`src/rtl/dec_gray_tracker.sv`:
```
// Gray-code position tracker: decodes Gray samples to binary, classifies each
// step against the previous sample and keeps a saturating error count.
module dec_gray_tracker #(
  parameter int W  = 10,
  parameter int CW = 8
) (
  input  logic          clk,
  input  logic          rst,
  input  logic          clear,
  input  logic          in_valid,
  output logic          in_ready,
  input  logic [W-1:0]  in_gray,
  output logic          out_valid,
  input  logic          out_ready,
  output logic [W-1:0]  out_bin,
  output logic          out_step,
  output logic          out_dir,
  output logic          out_err,
  output logic          out_first,
  output logic [CW-1:0] err_count
);

  logic [W-1:0] dec_bin;
  logic [W-1:0] a_bin;
  logic         a_v;
  logic [W-1:0] prev_bin;
  logic         first_pending;
  logic [W-1:0] delta;
  logic         in_fire;
  logic         b_load;
  logic         step_n;
  logic         dir_n;
  logic         err_n;

  // Each binary bit is the XOR of all Gray bits at or above it.
  always_comb begin
    dec_bin = '0;
    for (int i = 0; i < W; i++) begin
      dec_bin[i] = ^(in_gray >> i);
    end
  end

  assign in_ready = !clear && (!a_v || !out_valid || out_ready);
  assign in_fire  = in_valid && in_ready;
  assign b_load   = a_v && (!out_valid || out_ready);
  assign delta    = a_bin - prev_bin;

  always_comb begin
    step_n = 1'b0;
    dir_n  = 1'b0;
    err_n  = 1'b0;
    if (!first_pending) begin
      if (delta == W'(1)) begin
        step_n = 1'b1;
        dir_n  = 1'b1;
      end else if (delta == {W{1'b1}}) begin
        step_n = 1'b1;
      end else if (delta != '0) begin
        err_n = 1'b1;
      end
    end
  end

  always_ff @(posedge clk) begin
    if (rst) begin
      a_v   <= 1'b0;
      a_bin <= '0;
    end else if (clear) begin
      a_v <= 1'b0;
    end else if (in_fire) begin
      a_v   <= 1'b1;
      a_bin <= dec_bin;
    end else if (b_load) begin
      a_v <= 1'b0;
    end
  end

  always_ff @(posedge clk) begin
    if (rst) begin
      out_valid     <= 1'b0;
      out_bin       <= '0;
      out_step      <= 1'b0;
      out_dir       <= 1'b0;
      out_err       <= 1'b0;
      out_first     <= 1'b0;
      prev_bin      <= '0;
      first_pending <= 1'b1;
      err_count     <= '0;
    end else if (clear) begin
      out_valid     <= 1'b0;
      first_pending <= 1'b1;
      err_count     <= '0;
    end else if (b_load) begin
      out_valid     <= 1'b1;
      out_bin       <= a_bin;
      out_step      <= step_n;
      out_dir       <= dir_n;
      out_err       <= err_n;
      out_first     <= first_pending;
      // prev follows every loaded sample so an error resynchronises tracking
      prev_bin      <= a_bin;
      first_pending <= 1'b0;
      if (err_n && (err_count != {CW{1'b1}})) begin
        err_count <= err_count + CW'(1);
      end
    end else if (out_ready) begin
      out_valid <= 1'b0;
    end
  end

endmodule

```
`config.mk`:
```
export PLATFORM = sky130hd
export DESIGN_NAME = dec_gray_tracker
export DESIGN_NICKNAME = d
export VERILOG_FILES = /design/src/rtl/dec_gray_tracker.sv
export SDC_FILE = /design/constraint.sdc
export NUM_CORES = 1
export LEC_CHECK = 0
export ABC_AREA = 1
export CORE_MARGIN = 5
export CORE_UTILIZATION = 42
export CTS_BUF_LIST = sky130_fd_sc_hd__clkbuf_8
export CTS_CLUSTER_SIZE = 30
export DETAILED_ROUTE_END_ITERATION = 7
export GPL_ROUTABILITY_DRIVEN = 0
export MAX_ROUTING_LAYER = met4
export PLACE_DENSITY = 0.66
export SETUP_SLACK_MARGIN = 0.4
export SKIP_LAST_GASP = 1
export SLEW_MARGIN = 20
export SYNTH_ARGS = -nofsm -noshare
export SYNTH_HDL_FRONTEND = slang
export SYNTH_SLANG_ARGS = --single-unit
```
`constraint.sdc`:
```
create_clock -name clk -period 6.89 [get_ports clk]
set_input_delay 0.689 -clock clk [delete_from_list [all_inputs] [get_ports clk]]
set_output_delay 0.689 -clock clk [all_outputs]
set_load 0.02 [all_outputs]
```
## After elaboration in Yosys (flattened, before gate mapping)

Cells that the tools add are included.

| storage, ports and cells | value |
|---|---|
| word-level logic and storage cells | 56 |
| output and inout port bits | 24 |
| memories | 0 |
| bits of input ports | 15 |
| ROM bits | 0 |
| memory bits (writable) | 0 |
| bits in registers | 35 |
| bits in latches | 0 |

| cells by class | value |
|---|---|
| multiply operators | 0 |
| reduce and logical (&&, ||, !) cells | 27 |
| multiplexer cells | 13 |
| bitwise logic cells | 1 |
| $add $sub $neg | 2 |
| div/mod/pow operators | 0 |
| shift operators | 0 |
| equality and inequality tests | 3 |
| order comparisons | 0 |

Operator list:

| operator | number |
|---|---|
| $reduce_xor A10 Y1 | 10 |
| $mux W1 | 13 |
| $eq A10 B1 Y1 const B | 1 |
| $eq A10 B10 Y1 const B | 1 |
| $reduce_bool A10 Y1 | 1 |
| $sub A10 B10 Y10 | 1 |
| $add A8 B1 Y8 const B | 1 |
| $ne A8 B8 Y1 const B | 1 |
| $reduce_and A2 Y1 | 3 |
| $logic_and A1 B1 Y1 | 4 |
| $reduce_bool A2 Y1 | 2 |
| $logic_not A1 Y1 | 3 |
| $logic_or A1 B1 Y1 | 3 |
| $reduce_or A2 Y1 | 1 |
| $not A1 Y1 | 1 |

## Depth between registers and ports, before layout

Gate-level depths: netlist (run 1).

| depth | value |
|---|---|
| depth after elaboration | 8 |
| gate-level depth with buffers | 20 |
| depth with buffers taken out | 19 |

## Worst setup path before layout (run 1)

Ideal clock, no wire load.

| timing path | value |
|---|---|
| kind | register to register |
| start | register prev_bin[0] |
| end | register err_count[7] |
| data required time | 6.776 ns |
| setup slack | 4.530 ns |
| clock period less this slack | 2.360 ns |
| stages on the path, launching flop included | 17 |
| library setup time | 0.114 ns |
| path buffers | 1 |
| data arrival time | 2.246 ns |
| path through | dfxtp_1 > ha_1 > fa_1 > or2_2 > nor2_1 > nand3_1 > nor2_1 > nand2_1 > nor2_1 > nand2_1 > nand2_2 > nor2_2 > buf_6 > nand3_2 > nand2_1 > nand2_1 > nor2_2 |

| between the ends | value |
|---|---|
| word-level cells in the longest chain between the ends | 8 |
| elaborated cells between the ends (all ways) | 10 |
| those cells by class | add/sub: 1; eq/ne: 2; mux: 4; reduce/logical: 3 |

Ends and longest elaborated chain:

| item | RTL line | RTL |
|---|---|---|
| start: declaration | 26 | `logic [W-1:0] prev_bin;` |
| start signal: assignment | 101 | `prev_bin <= a_bin;` |
| $sub A10 B10 Y10 (*) | 46 | `assign delta = a_bin - prev_bin;` |
| $reduce_bool A10 Y1 | 58 | `end else if (delta != '0) begin` |
| $mux W1 | 58 |  |
| $mux W1 | 56 | `end else if (delta == {W{1'b1}}) begin` |
| $mux W1 (*) | 53 | `if (delta == W'(1)) begin` |
| $mux W1 (*) | 52 | `if (!first_pending) begin` |
| $logic_and A1 B1 Y1 (*) | 103 | `if (err_n && (err_count != {CW{1'b1}})) begin` |
| $reduce_and A2 Y1 (no source line) (*) | -- |  |
| end signal: assignment | 104 | `err_count <= err_count + CW'(1);` |
| end: declaration | 20 | `output logic [CW-1:0] err_count` |

Every way passes the cells marked *; elsewhere a longest branch is shown, timed or not.
A chain may end at the register's enable or synchronous reset.

## Worst setup path in the final report (run 1)

| timing path | value |
|---|---|
| start | input port out_ready |
| end | output port in_ready |

| between the ends | value |
|---|---|
| word-level cells in the longest chain between the ends | 2 |

Ends and longest elaborated chain:

| item | RTL line | RTL |
|---|---|---|
| start: declaration | 14 | `input logic out_ready,` |
| $logic_or A1 B1 Y1 | 43 | `assign in_ready = !clear && (!a_v \|\| !out_valid \|\| out_ready);` |
| $logic_and A1 B1 Y1 | 43 |  |
| end: declaration | 11 | `output logic in_ready,` |

No other way between the ends.

==> results by group, run 1 <==
STA
  – Final worst path period need: 2.75 ns
  – Slew margin rel.: 0.674
  – Max-slew violation count: 0
  – Peak Freq: 363 MHz
  – Worst slew pin tran: 0.489 ns
  – Final setup fails: 0
  – RSZ-0062 raised after global routing: false
  – Final period util: 0.399
  – Hold Violations, Final: 0
  – Final TNS setup: 0 ns
  – Final clock skew: 0.0132 ns

Pwr
  – Clock share of power: 0.376
  – NetSw: 183 uW
  – Combinational share of power: 0.265
  – Pwr dens: 209 mW/mm^2
  – Max VDD drop: 132 uV
  – Power Internal: 418 uW
  – Seq pwr share: 0.359
  – Sw frac: 0.304
  – Leak: 0.00129 uW
  – Total power: 601 uW

Finish
  – Nets: 403
  – Fillers: 545
  – Finished Core Util: 0.531
  – Final Non-Filler Cells: 449
  – Share of cells above drive strength 1: 0.0902
  – Final instance area: 0.00287 sq mm
  – Synthesis-to-layout area growth: 24.5%
  – Diode count: 0

Critical path
  – Startpoint types: input pin
  – Max incr delay on CP: 0.62 ns
  – Critical Path Fanout Max: 3
  – Critical Path AT: 2.06 ns
  – Critical-path cell list: clkdlybuf4s50_1 > inv_1 > nand2_1 > nor2_1 > nor2_1 > clkdlybuf4s50_1
  – Crit path max-delay cell type: clkdlybuf4s50_1
  – Kind of critical path: in2out
  – Endpoint class of the critical path: output port
  – CP required: 6.20 ns

Yosys
  – Ys flop type: dfxtp_1
  – Yosys top cell area share: 0.304
  – Fraction of registers with async set/reset: 0
  – Syn Std Cell Area: 0.00230 sq mm
  – Ys Warns: 0
  – Seq cells post-synth: 35
  – Syn Nets: 366
  – Seq/Total Area, Yosys: 0.304
  – Syn avg cell area: 6.80 sq um
  – Synth area leader: dfxtp_1
  – Synth Instances: 339
  – Number of enable flip-flop cells after synthesis: 0
  – Most common cell in the netlist: nand2_1
  – Post-synth cell types: 34
  – Leading cell types by count after synthesis: 75 x nand2_1, 59 x inv_1, 35 x dfxtp_1
  – Top cells by area, synth: dfxtp_1 30%, nand2_1 12%, inv_1 9.6%

Global route
  – First-pass GRT wire length: 9040 um
  – Total GRT Usage: 0.159
  – GR Overflow Total: 0
  – Number of global-route vias before repair: 2,031
  – Initial antenna violation count: 0
  – Largest net degree at the start of global routing: 27

Floorplanning
  – Standard-cell rows: 27
  – Die ar.: 0.00707 sq mm
  – Core area: 0.00541 sq mm
  – Die Width: 84.1 um
  – IO Pins: 39
  – Die Y: 84.1 um
  – Initial Utilization: 0.426

Route
  – Drt pass-1 iters: 4
  – Iter 0 DRT Violations: 100
  – Final WL: 5070 um
  – Final ANT Viol Nets: 0
  – Total number of vias: 2,133
  – DRC Markers: 0
  – Vias/cell: 4.75
  – Routed len/inst: 11.3 um

Clocking
  – Clock Pin Slew Worst Setup and Hold Paths: 0.07 ns
  – Clk Tree Root Cell: clkbuf_8
  – # Post-CTS Setup Buffers: 0
  – CTS Buffer Depth: 2
  – Number of hold buffers added after CTS: 0
  – CTS HTree Levels: 2
  – CTS Buf Count: 5
  – Clock sinks: 35
  – Clock latency on the worst-skew pair: 0.29 ns
  – Post-CTS Resized: 0
  – TritonCTS clock tree: built

Job
  – Max-cap violations: 0

Placement
  – Placed insts: 441
  – Placed Area: 0.00273 sq mm
  – HPWL after DPL: 4010 um
  – Port bufs: 38

Status
  – Run status: complete, no violations

Min path
  – Min-Delay Path Class: reg2reg
==> registers in the layout, summed over array words and instances (netlist names) <==
register and flops:
a_bin 10, a_v 1, err_count 8, first_pending 1
out_dir 1, out_err 1, out_first 1, out_step 1
out_valid 1, prev_bin 10
==> area by class of cell <==
type	instances	area, sq um	area share
Clock buffer	5	68.8	0.0240
Clock inverter	3	67.6	0.0235
Inverter	65	244	0.0850
Multi-Input combinational cell	231	1320	0.459
Sequential cell	35	701	0.244
Tap cell	72	90.1	0.0314
Timing Repair Buffer	38	380	0.133
==> metal layers <==
layer,share of wire,track usage,up-vias
met5,0,-,-
met4,0.016,0.0599,0
met3,0.027,0.0296,9
met2,0.46,0.249,37
met1,0.50,0.203,952
li1,-,-,1135
==> final timing paths <==
| check | start | endpoint | slack (ns) | cells after the start |
|---|---|---|---|---|
| max | out_ready | in_ready | 4.14 | 6 |
| min | out_first | out_first | 0.47 | 2 |
| max reg2reg | a_bin[0] | err_count[1] | 4.17 | 17 |
| min reg2reg | out_first | out_first | 0.47 | 2 |
==> cells by family (layout without fill, tap and decap cells) <==
group           count (synthesis)  in the layout  synth area share
simple gates                  157            157             0.307
compound gates                 46             46             0.108
buf+inv                        73            111             0.124
xor+xnor                       16             16            0.0885
fa+ha+maj                      12             12            0.0684
flops                          35             35             0.304
==> cell usage in the layout, fill, tap and decap left out <==
cell type and n:
xor2_4 3, nor3_1 4, nand3_1 19, inv_1 59
a21oi_1 21, dfxtp_1 35, nor2_2 4, ha_1 11
nor2b_1 1, clkbuf_8 5, o21bai_1 2, nor4_1 2
clkdlybuf4s50_1 38, a211oi_1 1, nand3_2 2, clkinvlp_4 1
and2_2 1, o21ai_0 18, xor2_2 1, o211ai_1 1
nor2_1 31, fa_1 1, xnor2_1 7, nand2_4 2
bufinv_16 2, xor2_1 5, o221ai_1 1, nand2_1 75
nand2_2 4, nand4_1 10, or2_2 2, a21oi_2 1
inv_2 6, a31oi_1 1
==> power by group through the flow <==
stage               clock [uW]  sequential [uW]  combinational [uW]
floorplan                    0              221                 119
CTS                        231              216                 160
detailed placement           0              220                 159
finish                     226              216                 159
global placement             0              220                 157
global route               239              217                 182
==> critical path, delay by kind of cell <==
| family | cells | cell delay, ns |
|---|---|---|
| buf+inv | 3 | 1.10 |
| simple gates | 3 | 0.27 |
==> stage by stage <==
stage / hold slack, ns / setup WS (ns)
3_3_place_gp: 0.454 / 4.16
3_5_place_dp: 0.461 / 4.15
5_1_grt: 0.509 / 3.79
4_1_cts: 0.474 / 4.13
2_1_floorplan: 0.451 / 4.53
6_report: 0.469 / 4.14
Power figures use the tool's default switching activity.
==> run 2: changes to the inputs <==
- PLACE_DENSITY: 0.66 -> 0.68
- clock period: 6.89 -> 2.4 ns (I/O delays scaled with it)
==> run 2 against run 1 <==
Clock-buffer cell count rose by 2. Critical path depth increased by 11. Sequential power rose to 2.9 times the previous value. Core utilization grew 3.3 points. Register-to-register slack got worse by 4.1 ns. First-iteration DRC count down 7.0%. Cell count rose by 2.0%. Clock skew fell by 0.0083 ns. Flip-flop and latch count did not move. Routed wire length rose by 5.0%. Largest power group is now sequential cells. Design area rose by 6.3%. Sequential share of layout area shrank 1.0 points.
==> results by group, run 2 (synthesis gave the netlist of run 1 again) <==
Critical path
  – Startpoint types: flip-flop
  – R2R setup slack: 0.05 ns
  – Critical R2R Capture: err_count[6]
  – Worst Reg2Reg Path Length in Cells: 17
  – Setup crit start: prev_bin[2]
  – Kind of critical path: reg2reg
  – Endpoint class of the critical path: flip-flop
  – Critical Path AT: 2.52 ns
  – FF-to-FF Start: prev_bin[2]
  – Critical Path Fanout Max: 9
  – CP required: 2.57 ns

Pwr
  – Combinational share of power: 0.333
  – Power Internal: 1080 uW
  – Sw frac: 0.338
  – Leak: 0.00135 uW
  – Max VDD drop: 382 uV
  – NetSw: 555 uW
  – Clock share of power: 0.289
  – Total power: 1640 uW
  – Seq pwr share: 0.379
  – Pwr dens: 538 mW/mm^2

Job
  – Max-cap violations: 0

Min path
  – Worst hold path endpoint: out_step
  – Min-Delay Path Class: reg2reg
  – Worst hold start: out_step
  – Hold Path Stages: 2

STA
  – RSZ-0062 raised after global routing: true
  – Final setup fails: 0
  – Final clock skew: 0.00489 ns
  – Worst slew pin tran: 0.478 ns
  – Slew margin rel.: 0.681
  – Hold Violations, Final: 0
  – Max-slew violation count: 0
  – Final TNS setup: 0 ns
  – Peak Freq: 426 MHz
  – Final worst path period need: 2.35 ns
  – Final period util: 0.978

Route
  – Iter 0 DRT Violations: 93
  – Vias/cell: 4.76
  – Final ANT Viol Nets: 0
  – Routed len/inst: 11.6 um
  – Drt pass-1 iters: 5
  – DRC Markers: 0
  – Total number of vias: 2,180
  – Final WL: 5330 um

Finish
  – Most frequent cells in the layout: 66 x nand2_1, 57 x inv_1, 37 x clkdlybuf4s50_1
  – Final Non-Filler Cells: 458
  – Fillers: 514
  – Nets: 412
  – Diode count: 0
  – Share of cells above drive strength 1: 0.197
  – Commonest non-fill, non-tap cell in the layout: nand2_1
  – Largest regs: a_bin: 10 flops, prev_bin: 10 flops, err_count: 8 flops
  – Synthesis-to-layout area growth: 32.3%

Placement
  – Port bufs: 38
  – HPWL after DPL: 3970 um
  – Placed insts: 443

Global route
  – Largest net degree at the start of global routing: 23
  – First-pass GRT wire length: 8890 um
  – Number of global-route vias before repair: 2,066
  – Total GRT Usage: 0.156
  – Initial antenna violation count: 0
  – GR Overflow Total: 0

Clocking
  – Clock Pin Slew Worst Setup and Hold Paths: 0.07 ns
  – CTS Buf Count: 5
  – Number of hold buffers added after CTS: 0
  – CTS HTree Levels: 2
  – Clock sinks: 35
  – TritonCTS clock tree: built
  – Clock latency on the worst-skew pair: 0.29 ns
  – Clk Tree Root Cell: clkbuf_8
  – CTS Buffer Depth: 2

Floorplanning
  – Die Y: 84.1 um
  – Core area: 0.00541 sq mm
  – Die Width: 84.1 um
  – Die ar.: 0.00707 sq mm
  – Standard-cell rows: 27
  – IO Pins: 39
  – Initial Utilization: 0.426

Status
  – Run status: complete, no violations
-- run 2: layout make-up --
| type | count | area, sq um | share of cell area |
|---|---|---|---|
| Timing Repair Buffer | 47 | 467 | 0.153 |
| Multi-Input combinational cell | 231 | 1440 | 0.471 |
| Clock buffer | 7 | 96.3 | 0.0316 |
| Tap cell | 72 | 90.1 | 0.0295 |
| Clock inverter | 1 | 3.75 | 0.00123 |
| Inverter | 65 | 244 | 0.0800 |
| Sequential cell | 35 | 713 | 0.234 |
-- run 2: power groups by stage --
| stage | clock [uW] | sequential [uW] | combinational, uW |
|---|---|---|---|
| final | 473 | 621 | 545 |
| after global routing | 527 | 624 | 604 |
| after CTS | 485 | 620 | 473 |
| after detailed placement | 0 | 634 | 468 |
| after global placement | 0 | 633 | 462 |
| after floorplan | 0 | 636 | 349 |
-- run 2: how the worst max path moves through the flow --
stage,slack (ns),to,cells after the start
6_report,0.05,err_count[6],17
2_1_floorplan,0.26,err_count[7],16
3_3_place_gp,0.11,err_count[3],17
4_1_cts,0.1,err_count[6],17
3_5_place_dp,0.06,err_count[6],19
5_1_grt,-0.12,err_count[6],20
-- run 2: critical path, stage by stage (launching register included) --
cell     delay, ns
dfxtp_2       0.33
inv_1         0.05
ha_2          0.38
nand2_2       0.09
nor2_2        0.12
inv_2         0.06
nand2_4       0.07
xor2_2        0.17
nand3_1       0.15
nor2_1        0.17
nand3_2       0.11
nand2_2       0.12
nor2_4        0.06
buf_12        0.13
nand3_1       0.06
nand2_1       0.07
nand2_1       0.06
nor2_1        0.04
-- run 2: timing repair --
item / in CTS / in global routing
setup buffers: 2 / 5
gates cloned: 0 / 0
resized for setup: 1 / 26
hold endpoints to repair: 0 / 0
pin swaps: 4 / 11
setup endpoints to repair: 10 / 13
-- run 2: per-layer routing --
metal	up-vias	share of wire	global-route usage
li1	1158	-	-
met1	968	0.46	0.192
met2	46	0.48	0.258
met3	8	0.040	0.0326
met4	0	0.014	0.0439
met5	-	0	-
-- run 2: metrics by stage --
stage                     hold WS [ns]  setup slack (ns)  cell area, sq um   util
after floorplan                  0.361             0.265              2340      -
after global placement           0.454             0.115              2800  0.517
after detailed placement         0.459            0.0649              2800  0.517
after CTS                        0.470            0.0987              2920  0.539
after global routing             0.492            -0.118              3050  0.564
final                            0.465            0.0518              3050  0.564
==> run 3: changes to the inputs <==
- CORE_MARGIN: 5 -> 1.5
==> run 3 against run 2 <==
Clock-buffer cell count down 2. Clock power down 10%. Critical path depth up 1. Critical path type unchanged.
==> results by group, run 3 (synthesis gave the netlist of run 1 again) <==
Status
  – Run status: complete, no violations

Floorplanning
  – Core area: 0.00520 sq mm
  – IO Pins: 39
  – Die ar.: 0.00594 sq mm
  – Standard-cell rows: 26
  – Die Width: 77.1 um
  – Die Y: 77.1 um
  – Initial Utilization: 0.443

STA
  – RSZ-0062 raised after global routing: true
  – Final worst path period need: 2.33 ns
  – Max-slew violation count: 0
  – Hold Violations, Final: 0
  – Final setup fails: 0
  – Final clock skew: 0.0123 ns
  – Peak Freq: 429 MHz
  – Worst slew pin tran: 0.501 ns
  – Minimum hold slack: 0.465 ns
  – Slew margin rel.: 0.666
  – Final period util: 0.972

Critical path
  – Startpoint types: flip-flop
  – Critical-path cell list: inv_2 > ha_4 > fa_2 > inv_1 > nand2_1 > nand2_2 > nand4_1 > nand2_1 > nand2_1 > nand2_2 > a21oi_4 > nand3_2 > nand2_2 > nor2_4 > clkbuf_16 > nand4_1 > nand2_1 > nor2_1
  – CP dominant cell by count: nand2_1
  – CP required: 2.58 ns
  – Critical Path Fanout Max: 4
  – Crit path max-delay cell type: fa_2
  – Max incr delay on CP: 0.35 ns
  – Setup crit start: a_bin[0]
  – Kind of critical path: reg2reg
  – Critical Path AT: 2.52 ns
  – Endpoint class of the critical path: flip-flop
  – FF-to-FF Start: a_bin[0]

Pwr
  – Max VDD drop: 330 uV
  – Total power: 1640 uW
  – Pwr dens: 526 mW/mm^2
  – Leak: 0.00138 uW

Clocking
  – Number of hold buffers added after CTS: 0
  – Clock sinks: 35
  – Clock latency on the worst-skew pair: 0.29 ns
  – TritonCTS clock tree: built
  – CTS Buffer Depth: 2
  – Clock Pin Slew Worst Setup and Hold Paths: 0.08 ns
  – CTS HTree Levels: 2
  – Clk Tree Root Cell: clkbuf_8
  – CTS Buf Count: 5

Global route
  – Largest net degree at the start of global routing: 19
  – First-pass GRT wire length: 8890 um
  – Initial antenna violation count: 0
  – Total GRT Usage: 0.188
  – GR Overflow Total: 0
  – Number of global-route vias before repair: 2,033

Finish
  – Final Non-Filler Cells: 462
  – Nets: 418
  – Fillers: 481
  – Most frequent cells in the layout: 66 x nand2_1, 58 x inv_1, 38 x clkdlybuf4s50_1
  – Share of cells above drive strength 1: 0.214
  – Commonest non-fill, non-tap cell in the layout: nand2_1
  – Largest regs: a_bin: 10 flops, prev_bin: 10 flops, err_count: 8 flops
  – Synthesis-to-layout area growth: 35.0%
  – Diode count: 0

Route
  – Final WL: 5430 um
  – DRC Markers: 0
  – Iter 0 DRT Violations: 161
  – Drt pass-1 iters: 4
  – Total number of vias: 2,181
  – Routed len/inst: 11.8 um
  – Vias/cell: 4.72
  – Final ANT Viol Nets: 0

Placement
  – Port bufs: 38
  – Placed insts: 442
  – HPWL after DPL: 3860 um

Job
  – Max-cap violations: 0

Min path
  – Min-Delay Path Class: reg2reg
  – Worst hold start: out_first
run 3: area by class of cell:
class / count / area, sq um / area share
clock inverter: 3 / 15.0 / 0.00483
inverter: 65 / 244 / 0.0784
multi-input combinational: 231 / 1450 / 0.466
sequential: 35 / 714 / 0.230
clock buffer: 5 / 68.8 / 0.0221
timing repair buffer: 53 / 531 / 0.171
tap: 70 / 87.6 / 0.0282
run 3: through the flow:
step	utilization	instance area (sq um)	setup TNS, ns	setup slack [ns]
finish	0.598	3110	0	0.0673
global route	0.598	3110	-0.644	-0.0918
CTS	0.569	2960	0	0.0798
detailed placement	0.538	2800	0	0.0560
global placement	0.538	2800	0	0.0822
floorplan	-	2340	0	0.265
run 3: where the power goes:
part,switching (uW),internal [uW]
sequential,19.1,603
clock,226,199
combinational,336,253
run 3: timing repair:
item | in CTS | in global routing
endpoints found under the setup margin | 10 | 13
setup buffers | 8 | 3
pin swaps | 8 | 10
resized for setup | 5 | 23
gates cloned | 0 | 1
run 3: worst paths after layout:
kind | slack [ns] | endpoint | cells after the start
worst max-delay path | 0.07 | err_count[3] | 18
worst min-delay path | 0.47 | out_first | 2
worst max register to register | 0.07 | err_count[3] | 18
worst min register to register | 0.47 | out_first | 2
run 3: routing by layer:
metal,up-vias,GRT usage,part of all wire
met5,-,-,0
met4,0,0.0655,0.0050
met3,5,0.0274,0.032
met2,37,0.296,0.47
met1,975,0.249,0.50
li1,1164,-,-
run 3: critical path, delay by kind of cell (launching register included):
kind            cells  cell delay, ns
simple gates       12            1.04
fa+ha+maj           2            0.50
flops               1            0.34
buf+inv             3            0.28
compound gates      1            0.05
